--- src/rtl/uart_rx_frame_ctrl.sv ---
// UART receive-path controller: baud tick generation, rx_ready edge detect, and
// SYNC/LEN/payload/CHK frame parsing into a held payload buffer with error reporting.
module uart_rx_frame_ctrl #(
   parameter int unsigned CLK_DIV   = 16,
   parameter int unsigned MAX_LEN   = 16,
   parameter int unsigned TIMEOUT   = 1024,
   parameter logic [7:0]  SYNC_BYTE = 8'hA5
) (
   input  logic       clk,
   input  logic       reset,
   input  logic       enable,
   output logic       baud_tick,
   input  logic [7:0] rx_data,
   input  logic       rx_ready,
   output logic       frame_valid,
   output logic [4:0] frame_len,
   input  logic [4:0] rd_addr,
   output logic [7:0] rd_data,
   input  logic       frame_ack,
   output logic       chk_err,
   output logic       len_err,
   output logic       timeout_err,
   output logic       overrun_err,
   output logic [7:0] err_count
);

   localparam int unsigned BAUD_W = $clog2(CLK_DIV);
   localparam int unsigned TO_W   = $clog2(TIMEOUT + 1);
   localparam int unsigned BUF_W  = (MAX_LEN > 1) ? $clog2(MAX_LEN) : 1;

   typedef enum logic [2:0] {IDLE, LEN, PAYLOAD, CHK, HOLD} state_t;

   state_t            state_q, state_d;
   logic [BAUD_W-1:0] baud_cnt_q, baud_cnt_d;
   logic [TO_W-1:0]   to_cnt_q, to_cnt_d;
   logic              rx_ready_q;
   logic [4:0]        len_q, len_d;
   logic [4:0]        idx_q, idx_d;
   logic [7:0]        chk_q, chk_d;
   logic [7:0]        buf_q [MAX_LEN];
   logic              byte_stb;
   logic              wr_en;
   logic              valid_d;
   logic [4:0]        flen_d;
   logic              chk_err_d, len_err_d, timeout_err_d, overrun_err_d, any_err;

   // Next-state, datapath and error decode
   always_comb begin
      state_d       = state_q;
      len_d         = len_q;
      idx_d         = idx_q;
      chk_d         = chk_q;
      to_cnt_d      = '0;
      wr_en         = 1'b0;
      valid_d       = frame_valid;
      flen_d        = frame_len;
      chk_err_d     = 1'b0;
      len_err_d     = 1'b0;
      timeout_err_d = 1'b0;
      overrun_err_d = 1'b0;
      byte_stb      = rx_ready & ~rx_ready_q;

      baud_cnt_d = '0;
      if (enable && baud_cnt_q != BAUD_W'(CLK_DIV - 1))
         baud_cnt_d = baud_cnt_q + BAUD_W'(1);

      case (state_q)
         IDLE: begin
            if (byte_stb && rx_data == SYNC_BYTE) state_d = LEN;
         end
         LEN: begin
            if (byte_stb) begin
               if (rx_data == 8'd0 || rx_data > 8'(MAX_LEN)) begin
                  len_err_d = 1'b1;
                  state_d   = IDLE;
               end else begin
                  len_d   = rx_data[4:0];
                  chk_d   = rx_data;
                  idx_d   = 5'd0;
                  state_d = PAYLOAD;
               end
            end
         end
         PAYLOAD: begin
            if (byte_stb) begin
               wr_en = 1'b1;
               chk_d = chk_q ^ rx_data;
               idx_d = idx_q + 5'd1;
               if (idx_q == len_q - 5'd1) state_d = CHK;
            end
         end
         CHK: begin
            if (byte_stb) begin
               if (rx_data == chk_q) begin
                  valid_d = 1'b1;
                  flen_d  = len_q;
                  state_d = HOLD;
               end else begin
                  chk_err_d = 1'b1;
                  state_d   = IDLE;
               end
            end
         end
         HOLD: begin
            // Ack wins over a coincident byte, which is then parsed as from IDLE
            if (frame_ack) begin
               valid_d = 1'b0;
               state_d = (byte_stb && rx_data == SYNC_BYTE) ? LEN : IDLE;
            end else if (byte_stb) begin
               overrun_err_d = 1'b1;
            end
         end
         default: state_d = IDLE;
      endcase

      if (state_q == LEN || state_q == PAYLOAD || state_q == CHK) begin
         if (byte_stb) begin
            to_cnt_d = '0;
         end else if (to_cnt_q == TO_W'(TIMEOUT - 1)) begin
            timeout_err_d = 1'b1;
            state_d       = IDLE;
         end else begin
            to_cnt_d = to_cnt_q + TO_W'(1);
         end
      end

      if (!enable) begin
         state_d       = IDLE;
         to_cnt_d      = '0;
         wr_en         = 1'b0;
         valid_d       = 1'b0;
         chk_err_d     = 1'b0;
         len_err_d     = 1'b0;
         timeout_err_d = 1'b0;
         overrun_err_d = 1'b0;
      end

      any_err = chk_err_d | len_err_d | timeout_err_d | overrun_err_d;
   end

   // State register
   always_ff @(posedge clk) begin
      if (!reset) state_q <= IDLE;
      else        state_q <= state_d;
   end

   // Datapath and registered outputs
   always_ff @(posedge clk) begin
      if (!reset) begin
         baud_cnt_q  <= '0;
         baud_tick   <= 1'b0;
         to_cnt_q    <= '0;
         rx_ready_q  <= 1'b0;
         len_q       <= '0;
         idx_q       <= '0;
         chk_q       <= '0;
         frame_valid <= 1'b0;
         frame_len   <= '0;
         rd_data     <= '0;
         chk_err     <= 1'b0;
         len_err     <= 1'b0;
         timeout_err <= 1'b0;
         overrun_err <= 1'b0;
         err_count   <= '0;
         for (int i = 0; i < int'(MAX_LEN); i++) buf_q[i] <= '0;
      end else begin
         baud_cnt_q  <= baud_cnt_d;
         baud_tick   <= enable && (baud_cnt_d == BAUD_W'(CLK_DIV - 1));
         to_cnt_q    <= to_cnt_d;
         rx_ready_q  <= rx_ready;
         len_q       <= len_d;
         idx_q       <= idx_d;
         chk_q       <= chk_d;
         frame_valid <= valid_d;
         frame_len   <= flen_d;
         chk_err     <= chk_err_d;
         len_err     <= len_err_d;
         timeout_err <= timeout_err_d;
         overrun_err <= overrun_err_d;
         if (any_err && err_count != 8'hFF) err_count <= err_count + 8'd1;
         if (wr_en) buf_q[BUF_W'(idx_q)] <= rx_data;
         if (rd_addr < 5'(MAX_LEN)) rd_data <= buf_q[BUF_W'(rd_addr)];
         else                       rd_data <= 8'd0;
      end
   end

endmodule

--- config.mk ---
export PLATFORM = sky130hd
export DESIGN_NAME = uart_rx_frame_ctrl
export DESIGN_NICKNAME = d
export VERILOG_FILES = /design/src/rtl/uart_rx_frame_ctrl.sv
export SDC_FILE = /design/constraint.sdc
export NUM_CORES = 1
export LEC_CHECK = 0
export ABC_AREA = 0
export BUFFER_PORTS_ARGS = -buffer_cell sky130_fd_sc_hd__buf_2
export CAP_MARGIN = 30
export CORE_UTILIZATION = 45
export DETAILED_ROUTE_END_ITERATION = 8
export GPL_TIMING_DRIVEN = 0
export SKIP_CTS_REPAIR_TIMING = 1
export SYNTH_ARGS = -nofsm -noshare
export SYNTH_HDL_FRONTEND = slang
export SYNTH_SLANG_ARGS = --single-unit
--- constraint.sdc ---
create_clock -name clk -period 2.3 [get_ports clk]
set_input_delay 0.46 -clock clk [delete_from_list [all_inputs] [get_ports clk]]
set_output_delay 0.46 -clock clk [all_outputs]
set_load 0.03 [all_outputs]
==> flow_summary.ini, run 1 <==
[run_status]
outcome = finished, final reports clean

[floorplan]
num_rows = 50
initial_core_util_pct = 46.4
dieArea_mm2 = 0.0201
io_pins = 45
core_region_area_mm2 = 0.0189
die_h_um = 142
die-width_um = 142

[setup_path]
worst-path-max-fanout = 7
crit_arrival_ns = 2.38
cp.required_ns = 2.44
critPathLaunchType = register
reg2reg_from = rx_ready_q$_SDFF_PN0_
critical_path_class = reg -> reg
worstRegToRegCells = 7
cp-startpoint = rx_ready_q$_SDFF_PN0_
endpoint_kind = register

[hold_path]
hp-start = rx_ready
hold_class = in -> reg
min_delay_path_depth = 2

[cts]
cts.sinks = 192
htree_levels = 4
clock_path_buffers = 2
path_clk_slew_ns = 0.07
cts-root-buf = clkbuf_16
cts_tree = yes
cts_buffers = 17
clkLatencyLatePin_ns = 0.44

[sta]
max_slew.worst_pin.slew_ns = 0.745
setup_viol = 0
slew_headroom_pct = 50.3
period_needed_ns = 2.24
maxSlewViolCount = 0
finalClockSkew_ns = 0.00717
hold_viol_final = 0
period_share_pct = 97.4
rsz0062_at_grt = true
fmax_mhz = 446

[finish]
instances_no_fill = 1055
layout.nets = 808
fillers = 1646
fin_area_mm2 = 0.0102
drive_gt1_share_pct = 22.9
final_cell_mix = and2_1 (132), edfxtp_1 (128), dfxtp_1 (64)
area_delta_synth_final_pct = 15.9
regArea_mm2 = 0.00512
diodes = 0
final_common_cell = and2_1
multi_input_area_mm2 = 0.00363

[routing]
wl_per_cell_um = 19.2
drcViolationCount = 0
wl_um = 20300
num_vias = 5635
met2WireLength_um = 10300
vias_per_cell = 5.34
ant_nets = 0
wl_met3_um = 798
met1Wirelength_um = 8700
drt_first_pass_iters = 5
route.top_layer_used = met4
drt_iter0_drc = 409

[synthesis]
synthMuxAreaShare_pct = 11.4
syn_inst = 703
netlist-cell-type-count = 41
synthArstFlopShare_pct = 0
synth_compound_gate_area_share_pct = 3.75
synth_xor_area_share_pct = 2.50
ys_seq_area_share_pct = 58.4
synth_top_family_by_area = simple AND/OR/NAND/NOR gates
ys_warn_count = 0
synth-simple-area-share_pct = 20.6
syn_avg_cell_area_um2 = 12.5
ys_ff_latch = 192
syn_nets = 729
synth-adder-area-share_pct = 1.14
synthFlopType = edfxtp_1
synth_area_mm2 = 0.00877
synth-edff-count = 128

[job]
cap_viol_max_count = 0

[global_routing]
antenna_found_initial = 0
grt-ovfl-total = 0
first_global_vias = 5657
grt_max_degree = 17
grt_pass1_wl_um = 31500
grt_util_all_layers_pct = 21.6

[power]
p_seq_share_pct = 54.1
pwr-share-comb_pct = 6.3
finalPower_mw = 7.06
clkPwrFrac_pct = 39.7
power_switching_mw = 1.60
powerDensity_mw_per_mm2 = 695
p_leak_nw = 3.54
intPower_mw = 5.46
switching_share_pct = 22.7
ir_drop_uv = 569

[placed_design]
place_hpwl_um = 14800
port_buffers = 41
placed_area_mm2 = 0.00938
finalWeightedCongestion = 0.862
dp.cells = 1015
==> area by class of cell <==
type,instances,share of cell area (%)
sequential,192,50.4
tap,260,3.20
clock buffer,18,4.22
clock inverter,14,1.12
timing repair buffer,61,3.47
multi-input combinational,462,35.7
buffer,40,1.62
inverter,8,0.295
==> state kept, by name, indices dropped and copies added, names as in the netlist, 3 cells and up <==
name / cells
buf_q: 128
to_cnt_q: 11
chk_q: 8
err_count: 8
rd_data: 8
frame_len: 5
idx_q: 5
len_q: 5
baud_cnt_q: 4
state_q: 3
==> through the flow <==
step                setup TNS [ns]  setup WS, ns  hold slack [ns]  util, %
floorplan                        0        0.0129            0.431        -
global placement           -124.17        -0.958            0.449     49.3
detailed placement          -96.95         -1.09            0.457     49.6
CTS                         -48.38        -0.899            0.264     52.5
global route                -0.435       -0.0271            0.306     53.8
finish                           0        0.0591            0.275     53.8
==> layer usage <==
layer  global-route usage [%]  vias to the layer above
met5                        0                        -
met2                     36.9                      124
met1                     27.0                     2800
met4                     8.94                        0
li1                         -                     2680
met3                     4.18                       31
==> final timing paths <==
path         slack (ns)                        end
max                0.06  buf_q[5][0]$_SDFFCE_PN0P_
min                0.27      rx_ready_q$_SDFF_PN0_
max reg2reg        0.06  buf_q[5][0]$_SDFFCE_PN0P_
min reg2reg        0.47     to_cnt_q[0]$_SDFF_PP0_
==> worst max-delay path, cell delays in order, from the launching register on <==
cell and delay (ns):
dfxtp_1 0.31, and2b_2 0.29, nand2_1 0.13, nor3_4 0.24, buf_12 0.15, nand3_2 0.22
o21ai_1 0.33, buf_2 0.26
==> kinds of logic after synthesis <==
kind of cell | Yosys count
flops | 192
simple gates | 317
compound gates | 62
mux | 50
buf+inv | 49
fa+ha+maj | 8
xor+xnor | 25
==> Yosys cell counts (all sizes together), types with 14 or more instances <==
library cell	instances	area share (%)
a21oi	31	1.8
and2	132	9.4
clkbuf	30	1.3
dfxtp	64	15
edfxtp	128	44
mux4	40	10
nand2	47	2.0
nand2b	14	1.0
nand3	22	1.3
nor2	44	1.9
o21ai	23	1.3
xor2	15	1.5
==> power by group through the flow <==
stage	clock [mW]	sequential, mW	combinational, mW
floorplan	0	3.90	0.257
detailed placement	0	3.90	0.436
global placement	0	3.89	0.421
global route	2.96	3.83	0.474
finish	2.80	3.82	0.443
CTS	2.83	3.82	0.437
Power figures use the tool's default switching activity.
==> run 2: changes to the inputs <==
Clock period 2.3 ns to 2.7 ns, I/O delays scaled along.
==> flow_summary.ini, run 2 (same netlist as run 1, synthesis figures left out) <==
[routing]
drt_first_pass_iters = 7
num_vias = 5615
drcViolationCount = 0
wl_um = 20200
drt_iter0_drc = 402
vias_per_cell = 5.35
wl_per_cell_um = 19.2
ant_nets = 0

[global_routing]
first_global_vias = 5657
grt_max_degree = 17
grt_util_all_layers_pct = 21.6
grt-ovfl-total = 0
grt_pass1_wl_um = 31500
antenna_found_initial = 0

[setup_path]
r2r_slack_ns = 0.13
critPathLaunchType = register
crit_chain = and2b_1, nand2_1, nor3_4, nand3_1, nor3_4, nand2b_2
path_common_cell = nor3_4
cp_num_buf_inv = 0
max_stage_delay_ns = 0.43
worstRegToRegCells = 6
reg2reg_from = rx_ready_q$_SDFF_PN0_
crit_arrival_ns = 2.69
cp_top_family = simple AND/OR/NAND/NOR gates
cp.required_ns = 2.83
critical_path_class = reg -> reg
cp_slowest_cell = nor3_4
r2r_end = buf_q[0][0]$_SDFFCE_PN0P_
endpoint_kind = register
crit_end = buf_q[0][0]$_SDFFCE_PN0P_
worst-path-max-fanout = 9
cp_num_cells = 6
cp-startpoint = rx_ready_q$_SDFF_PN0_

[sta]
finalClockSkew_ns = 0.0138
period_share_pct = 95.0
slew_headroom_pct = 50.3
period_needed_ns = 2.57
fmax_mhz = 390
maxSlewViolCount = 0
setup_viol = 0
whs_ns = 0.352
hold_viol_final = 0
rsz0062_at_grt = true
max_slew.worst_pin.slew_ns = 0.746
tns_ns = 0

[power]
ir_drop_uv = 488
powerDensity_mw_per_mm2 = 602
finalPower_mw = 6.01
p_leak_nw = 3.49

[finish]
area_delta_synth_final_pct = 13.8
fin_area_mm2 = 0.00998
multi_input_area_mm2 = 0.00350
final_cell_mix = and2_1 (132), edfxtp_1 (128), dfxtp_1 (64)
largestRegisters = buf_q (128), to_cnt_q (11)
regArea_mm2 = 0.00512
final_common_cell = and2_1
layout.nets = 803
largest_register = buf_q
diodes = 0
largest_reg_flops = 128
fillers = 1674
drive_gt1_share_pct = 19.0

[hold_path]
min_delay_path_depth = 2
hold_class = in -> reg

[placed_design]
place_hpwl_um = 14800
placed_area_mm2 = 0.00938
port_buffers = 41
finalWeightedCongestion = 0.862

[cts]
cts_buffers = 17
clock_path_buffers = 2
cts.sinks = 192
clkLatencyLatePin_ns = 0.44
cts-root-buf = clkbuf_16
path_clk_slew_ns = 0.07
cts_tree = yes
htree_levels = 4

[floorplan]
initial_core_util_pct = 46.4
num_rows = 50
die_h_um = 142
io_pins = 45
die-width_um = 142
dieArea_mm2 = 0.0201
core_region_area_mm2 = 0.0189

[run_status]
outcome = finished, final reports clean

[job]
cap_viol_max_count = 0
run 2: changes by cell type in the layout (fill, tap and decap cells not counted), sizes merged:
cell    previous run  this run
buf               72        66
clkbuf            47        48
run 2: cell type report:
class | count | area share [%]
buffer | 41 | 1.67
clock buffer | 18 | 4.30
clock inverter | 14 | 1.14
inverter | 8 | 0.301
multi-input combinational | 462 | 35.1
sequential | 192 | 51.3
tap | 260 | 3.26
timing repair buffer | 55 | 2.96
run 2: where the power goes:
group / internal [mW] / leakage [nW] / switching, mW
combinational: 0.151 / 1.47 / 0.218
sequential: 3.22 / 1.75 / 0.0292
clock: 1.27 / 0.267 / 1.12
total: 4.64 / 3.49 / 1.36
run 2: how the worst min path moves through the flow:
stage                              to              startpoint  slack, ns
2_1_floorplan  to_cnt_q[0]$_SDFF_PP0_  to_cnt_q[0]$_SDFF_PP0_       0.43
3_3_place_gp   to_cnt_q[0]$_SDFF_PP0_  to_cnt_q[0]$_SDFF_PP0_       0.45
3_5_place_dp   to_cnt_q[0]$_SDFF_PP0_  to_cnt_q[0]$_SDFF_PP0_       0.46
4_1_cts         rx_ready_q$_SDFF_PN0_                rx_ready       0.34
5_1_grt         rx_ready_q$_SDFF_PN0_                rx_ready       0.39
6_report        rx_ready_q$_SDFF_PN0_                rx_ready       0.35
run 2: through the flow:
step           instances  setup slack (ns)  utilization [%]
4_1_cts             1047            -0.499             52.5
3_5_place_dp        1015            -0.769             49.6
5_1_grt             1050           -0.0273             52.8
3_3_place_gp        1004            -0.638             49.3
6_report            1050             0.135             52.8
2_1_floorplan        703             0.333                -
run 2: routing by layer:
metal / vias up / share of wire (%) / GRT usage [%]
li1: 2674 / - / -
met1: 2777 / 43 / 27.0
met2: 134 / 50 / 36.9
met3: 30 / 4.0 / 4.18
met4: 0 / 2.8 / 8.94
met5: - / 0 / 0
